**config.mk**
```make
export PLATFORM = sky130hd
export DESIGN_NAME = led_scan_driver
export DESIGN_NICKNAME = d
export VERILOG_FILES = /design/src/rtl/led_scan_driver.sv
export SDC_FILE = /design/constraint.sdc
export NUM_CORES = 1
export LEC_CHECK = 0
export CAP_MARGIN = 0
export CORE_UTILIZATION = 45
export DETAILED_ROUTE_END_ITERATION = 7
export PLACE_DENSITY_LB_ADDON = 0.3
export SLEW_MARGIN = 0
export SYNTH_ARGS = -nofsm -noshare
export SYNTH_HDL_FRONTEND = slang
export SYNTH_SLANG_ARGS = --single-unit
```
**constraint.sdc**
```tcl
create_clock -name clk -period 2.45 [get_ports clk]
set_clock_uncertainty 0.05 [all_clocks]
set_input_delay 0.49 -clock clk [delete_from_list [all_inputs] [get_ports clk]]
set_output_delay 0.49 -clock clk [all_outputs]
set_load 0.02 [all_outputs]
```
**src/rtl/led_scan_driver.sv**
```systemverilog
// rtl/led_scan_driver.sv - HUB75 scan generator and shifter for a 64x64, 1/32-scan LED panel
// Sweeps x/y/subframe/frame to the painter and serialises its rgb samples onto the panel pins.
module led_scan_driver #(
   parameter int SUBFRAMES = 256
) (
   input  logic        clk,
   input  logic        resetn,
   output logic [12:0] frame,
   output logic [7:0]  subframe,
   output logic [5:0]  x,
   output logic [5:0]  y,
   input  logic [2:0]  rgb,
   output logic [15:0] LED_PANEL
);

   typedef enum logic [1:0] {SHIFT, TAIL, BLANK, LATCH} state_t;

   localparam logic [7:0] SF_LAST = 8'(SUBFRAMES - 1);

   state_t      state;
   state_t      state_nx;
   logic [6:0]  cnt;
   logic [4:0]  row;
   logic [4:0]  addr;
   logic [2:0]  top_hold;
   logic [5:0]  data;
   logic        shown;
   logic        sclk;
   logic        lat;
   logic        oe_n;

   always_ff @(posedge clk or negedge resetn) begin
      if (!resetn) state <= SHIFT;
      else         state <= state_nx;
   end

   always_comb begin
      state_nx = state;
      case (state)
         SHIFT: if (cnt == 7'd127) state_nx = TAIL;
         TAIL:  if (cnt[0])        state_nx = BLANK;
         BLANK:                    state_nx = LATCH;
         LATCH:                    state_nx = SHIFT;
         default:                  state_nx = SHIFT;
      endcase
   end

   // cnt is {column, phase} in SHIFT and the sclk phase in TAIL; it restarts on every state change.
   always_ff @(posedge clk or negedge resetn) begin
      if (!resetn) begin
         cnt      <= 7'd0;
         row      <= 5'd0;
         addr     <= 5'd0;
         top_hold <= 3'd0;
         data     <= 6'd0;
         shown    <= 1'b0;
         subframe <= 8'd0;
         frame    <= 13'd0;
      end else begin
         cnt <= (state_nx != state) ? 7'd0 : cnt + 7'd1;
         if (state == SHIFT && !cnt[0]) top_hold <= rgb;
         if (state == SHIFT && cnt[0])  data     <= {rgb, top_hold};
         if (state == BLANK)            addr     <= row;
         if (state == LATCH) begin
            row   <= row + 5'd1;
            shown <= 1'b1;
            if (row == 5'd31) begin
               if (subframe == SF_LAST) begin
                  subframe <= 8'd0;
                  frame    <= frame + 13'd1;
               end else begin
                  subframe <= subframe + 8'd1;
               end
            end
         end
      end
   end

   // Column 0 never pulses sclk, so each rise clocks the column shifted one step earlier.
   always_comb begin
      x    = cnt[6:1];
      y    = {cnt[0], row};
      sclk = 1'b0;
      lat  = 1'b0;
      oe_n = !shown;
      case (state)
         SHIFT: sclk = cnt[0] && (cnt[6:1] != 6'd0);
         TAIL: begin
            x    = 6'd63;
            y    = {1'b1, row};
            sclk = cnt[0];
         end
         BLANK: begin
            x    = 6'd63;
            y    = {1'b1, row};
            oe_n = 1'b1;
         end
         LATCH: begin
            x    = 6'd63;
            y    = {1'b1, row};
            lat  = 1'b1;
            oe_n = 1'b1;
         end
         default: ;
      endcase
   end

   assign LED_PANEL = {2'b00, oe_n, lat, sclk, addr, data};

endmodule
```
* Yosys cells after proc, flatten, opt, wreduce, memory -nomap -nowiden
Index checks and enable logic that the tools add are counted.
W data, S select, Z words.
** Word-level totals
- Register bits :: 50
- Input bits :: 5
- Output and inout bits :: 49
- Word-level logic and storage cells :: 41
** Operators by class
- Add/subtract/negate cells :: 4
- Equal/unequal tests :: 7
- Multiplexer cells :: 10
- Reduce and logical (&&, ||, !) cells :: 11
** Operators by type and width (count)
- $add A13 B1 Y13 const B :: 1
- $mux W6 :: 2
- $add A8 B1 Y8 const B :: 1
- $eq A8 B8 Y1 const B :: 1
- $mux W8 :: 1
- $pmux W2 S4 :: 1
- $add A7 B1 Y7 const B :: 1
- $eq A7 B7 Y1 const B :: 1
- $mux W7 :: 1
- $reduce_bool A6 Y1 :: 1
- $add A5 B1 Y5 const B :: 1
- $eq A5 B5 Y1 const B :: 1
- $eq A2 B2 Y1 const B :: 2
- $mux W2 :: 2
- $logic_and A1 B1 Y1 :: 3
- $reduce_and A3 Y1 :: 1
- $reduce_or A3 Y1 :: 1
- $eq A2 B1 Y1 const B :: 1
- $logic_not A1 Y1 :: 2
- $logic_not A2 Y1 :: 1
- $mux W1 :: 2
- $ne A2 B2 Y1 :: 1
- $pmux W1 S2 :: 1
- $reduce_and A2 Y1 :: 1
- $reduce_or A2 Y1 :: 1

* Depth between registers and ports, before layout
Gate-level depths: netlist (run 1).
- Depth in word-level cells :: 5
- Gate-level depth with buffers :: 8
- Mapped depth without buffers :: 7

* Worst setup path before layout (run 1)
No wires, ideal clock.
- Kind :: register to register
- Start :: reg row[0]
- End :: reg frame[6]
- Setup time :: 0.130 ns
- Data arrival time :: 1.792 ns
- Data required time :: 2.270 ns
- Setup slack :: 0.478 ns
- Cell stages (with the launch flop) :: 8
- Buffers on the path :: 0
- Period minus slack after synthesis :: 1.972 ns
- Cells stage by stage :: dfrtp_1 > ha_1 > and3_1 > ha_1 > nand3_4 > nor4_4 > nand4_1 > xnor2_1
** On the way
- Word-level cells in the longest chain between the ends :: 2
** RTL lines
- from (decl) :: RTL line 23 : logic [4:0] row;
- from (signal assigned) :: RTL line 65 : row <= row + 5'd1;
- $eq A5 B5 Y1 :: RTL line 67 : if (row == 5'd31) begin
- $reduce_and A3 Y1 (no line)
- to (signal assigned) :: RTL line 70 : frame <= frame + 13'd1;
- to (decl) :: RTL line 8 : output logic [12:0] frame,
No other way between the ends.
A chain may end at the register's enable or synchronous reset.

* Worst setup path in the final report (run 1)
- Start :: reg cnt[5]
- End :: out LED_PANEL[11]
** On the way
- Word-level cells in the longest chain between the ends :: 3
** RTL lines
- from (decl) :: RTL line 22 : logic [6:0] cnt;
- from (signal assigned) :: RTL line 60 : cnt <= (state_nx != state) ? 7'd0 : cnt + 7'd1;
- $reduce_bool A6 Y1 :: RTL line 87 : SHIFT: sclk = cnt[0] && (cnt[6:1] != 6'd0);
- $logic_and A1 B1 Y1 :: RTL line 87
- $pmux W1 S2 :: RTL line 86 : case (state)
- to (decl) :: RTL line 13 : output logic [15:0] LED_PANEL
No other way between the ends.

==> flow_summary.json, run 1 <==
{
  "cts.clk_slew.worst_paths_ns": 0.09,
  "yosysTopAreaCellShare_pct": 53.4,
  "synthCells": 197,
  "worstSetupPathType": "register to output pin",
  "drt_iter0_drc": 75,
  "core_um2": 4880,
  "fp-row-count": 25,
  "endpoint": "LED_PANEL[11]",
  "min_path_type": "input pin to async pin",
  "insertion_delay_ns": 0.30,
  "wire_per_inst_um": 13.1,
  "ff2ff_path_depth": 7,
  "final_cells": 316,
  "finalMaxSlewViolations": 0,
  "r2r_end": "frame[6]$_DFFE_PN0P_",
  "holdWs_ns": 0.178,
  "diodes": 0,
  "rsz0062_at_grt": "no",
  "num_vias": 1594,
  "fillers": 433,
  "status": "completed",
  "period_share_pct": 96.6,
  "fp.dieArea_um2": 5500,
  "first_pass_iters": 4,
  "cp.arrival_ns": 1.83,
  "required_ns": 1.91,
  "timing.rr.start": "row[0]$_DFFE_PN0P_",
  "grt_pass1_vias": 1505,
  "ctsHtreeMaxLevel": 2,
  "final_antenna_net_count": 0,
  "cp.depth": 4,
  "min_period_ns": 2.37,
  "seq_area_um2": 1250,
  "grt_max_degree": 34,
  "multiInputGateArea_um2": 1000,
  "antenna_found_initial": 0,
  "cts_tree": "yes",
  "slowest_stage": "or4_1",
  "crit_path_cell_trace": "or4_1 > nor4_2 > nor3b_1 > clkdlybuf4s15_1",
  "finalInstanceArea_um2": 3000,
  "pin_count": 54,
  "p_per_area_nw_per_um2": 482,
  "numPortBuffers": 51,
  "drc": 0,
  "path_buf_inv": 1,
  "cts_inserted_buffers": 5,
  "setup_viol": 0,
  "ys_ff_latch": 50,
  "power.total_mw": 1.45,
  "placed_area_um2": 2890,
  "start_util_pct": 48.0,
  "die_w_um": 74.1,
  "max_freq_mhz": 422,
  "placedCellCount": 308,
  "yosys.area.top_type": "dfrtp_1",
  "startpoint_type": "register",
  "cpLargestDelayFamily": "simple AND/OR/NAND/NOR gates",
  "cpPeakStageDelay_ns": 0.55,
  "hpwlAfterDp_um": 3000,
  "drive_above_1_share_pct": 15.7,
  "cts_setup_buffers": 0,
  "vias_per_cell": 5.04,
  "clockBufferDepth": 2,
  "die_y_um": 74.1,
  "syn_avg_cell_area_um2": 11.9,
  "fin_tns_setup_ns": 0,
  "critical_path.max_fanout": 5,
  "p_leak_nw": 1.39,
  "synth_cell_types": 38,
  "synth_area_leaders": "dfrtp_1 53%, mux2_2 8.2%, xnor2_1 6.4%",
  "layout.nets": 258,
  "syn_area_um2": 2340,
  "rrSetupSlack_ns": 0.41,
  "grt_util_all_layers_pct": 16.8,
  "gp_congestion": 0.814,
  "slew_headroom_pct": 53.2,
  "end_kind": "output pin",
  "wirelength_um": 4140,
  "ctsRootBufferMaster": "clkbuf_8",
  "ir_drop_mv": 0.283,
  "grt-ovfl-total": 0,
  "grt_pass1_wl_um": 6870,
  "ys_warn_count": 0,
  "ys_seq_area_share_pct": 53.4,
  "worst_slew_pin_slew_ns": 0.702,
  "hold_viol": 0,
  "syn2layout_area_growth_pct": 28.2,
  "cts.sinks": 50,
  "maxCapViolations": 0,
  "critPathLaunch": "cnt[5]$_DFF_PN0_"
}
## cell type report
type                       count  area share [%]
sequential                    50            41.7
multi-input combinational    131            33.3
inverter                       4           0.500
timing repair buffer          56            18.1
clock buffer                   7            2.54
tap                           67            2.79
clock inverter                 1            1.00
## report_power, final
part	total, mW	internal, mW	switching, mW
clock network	0.563	0.306	0.257
logic	0.0501	0.0205	0.0296
registers	0.836	0.832	0.00373
## metrics by stage
| step | setup WS [ns] | utilization, % |
|---|---|---|
| final | 0.0828 | 61.5 |
| after global placement | 0.195 | 59.2 |
| after floorplan | 0.478 | - |
| after CTS | 0.00794 | 61.4 |
| after global routing | 0.0158 | 61.5 |
| after detailed placement | 0.115 | 59.2 |
## cells in the mapped netlist
master / instances
dfrtp_1: 50
mux2_2: 17
xnor2_1: 17
nand2_1: 16
nor2_1: 12
nand3_1: 10
xor2_1: 8
or3_1: 6
buf_4: 5
ha_1: 5
nand4_1: 5
and3_1: 4
clkbuf_1: 4
inv_1: 4
a21oi_1: 3
nand2b_1: 3
nor3_1: 3
and2_1: 2
buf_6: 2
nand3_4: 2
nor4_4: 2
and3_2: 1
and4_1: 1
and4_2: 1
buf_2: 1
clkbuf_2: 1
conb_1: 1
nand3b_1: 1
nand4_4: 1
nor3_4: 1
nor3b_1: 1
nor4_1: 1
o211ai_1: 1
o21a_1: 1
o21ai_0: 1
o21ai_1: 1
o22a_1: 1
or4_1: 1
## worst register-to-register path, cell delays in order, from the launching register on
cell,delay [ns]
dfrtp_1,0.44
ha_1,0.19
and3_1,0.17
ha_1,0.22
nand3_4,0.15
nor4_4,0.42
nand4_1,0.16
xnor2_1,0.15
## state kept, by name, indices dropped and copies added (netlist names)
name	count
data	6
frame	13
shown	1
state	2
subframe	8
row	5
top_hold	3
cnt	7
addr	5
## worst min-delay path by stage
stage,slack (ns),start,endpoint
2_1_floorplan,0.14,resetn,addr[0]$_DFFE_PN0N_
3_3_place_gp,0.40,shown$_DFFE_PN0P_,shown$_DFFE_PN0P_
3_5_place_dp,0.41,shown$_DFFE_PN0P_,shown$_DFFE_PN0P_
4_1_cts,0.20,resetn,subframe[6]$_DFFE_PN0P_
5_1_grt,0.22,resetn,subframe[3]$_DFFE_PN0P_
6_report,0.18,resetn,subframe[6]$_DFFE_PN0P_
## per-layer routing
layer	share of wire, %	vias up	track usage [%]
li1	-	763	-
met1	46	787	21.0
met2	48	39	27.4
met3	4.7	5	5.56
met4	1.3	0	6.20
met5	0	-	0
## cells by family (layout without fill, tap and decap cells)
| kind of cell | Yosys count | in the layout | share of synthesized area (%) |
|---|---|---|---|
| xor gates and xnor gates | 25 | 25 | 9.35 |
| muxes | 17 | 17 | 8.17 |
| AOI/OAI and AO/OA | 8 | 8 | 2.08 |
| adders and majority gates | 5 | 5 | 2.67 |
| other | 1 | 2 | 0.160 |
| and+or+nand+nor | 74 | 74 | 19.9 |
| buffers and inverters | 17 | 68 | 4.27 |
| DFF | 50 | 50 | 53.4 |
## timing repair
item,4_1_cts,5_1_grt
endpoints found under the hold margin,0,0
gates cloned,0,0
resized for setup,2,2
setup endpoints to repair,2,1
hold buffers,0,0
## cells in the final DEF (no fill, tap or decap), types with 2 or more instances in the layout
cell,instances
xnor2_1,17
clkdlybuf4s50_1,49
nand2b_1,3
inv_1,4
nand2_1,16
nand4_1,5
dfrtp_1,49
or3_1,6
nor2_1,12
ha_1,5
nor3_1,3
a21oi_1,3
nor4_4,2
and2_1,2
mux2_2,17
nand3_4,2
conb_1,2
clkbuf_1,2
clkbuf_8,5
buf_4,5
nand3_1,10
and3_1,4
xor2_1,8
(Power assumes the default switching activity.)
==> inputs of run 2 (changes only) <==
--- a/config.mk
+++ b/config.mk
@@ -7,7 +7,9 @@
 export LEC_CHECK = 0
 export CAP_MARGIN = 0
 export CORE_UTILIZATION = 45
+export CTS_CLUSTER_SIZE = 20
 export DETAILED_ROUTE_END_ITERATION = 7
+export HOLD_SLACK_MARGIN = 0.03
 export PLACE_DENSITY_LB_ADDON = 0.3
 export SLEW_MARGIN = 0
 export SYNTH_ARGS = -nofsm -noshare
==> results of run 2 <==
The final DEF is identical to that of run 1; final timing and power are the same.
==> inputs of run 3 (changes only) <==
--- a/config.mk
+++ b/config.mk
@@ -5,10 +5,10 @@
 export SDC_FILE = /design/constraint.sdc
 export NUM_CORES = 1
 export LEC_CHECK = 0
-export CAP_MARGIN = 0
 export CORE_UTILIZATION = 45
 export CTS_CLUSTER_SIZE = 20
 export DETAILED_ROUTE_END_ITERATION = 7
+export GPL_ROUTABILITY_DRIVEN = 0
 export HOLD_SLACK_MARGIN = 0.03
 export PLACE_DENSITY_LB_ADDON = 0.3
 export SLEW_MARGIN = 0
==> results of run 3 <==
The final DEF is identical to that of run 1; final timing and power are the same.
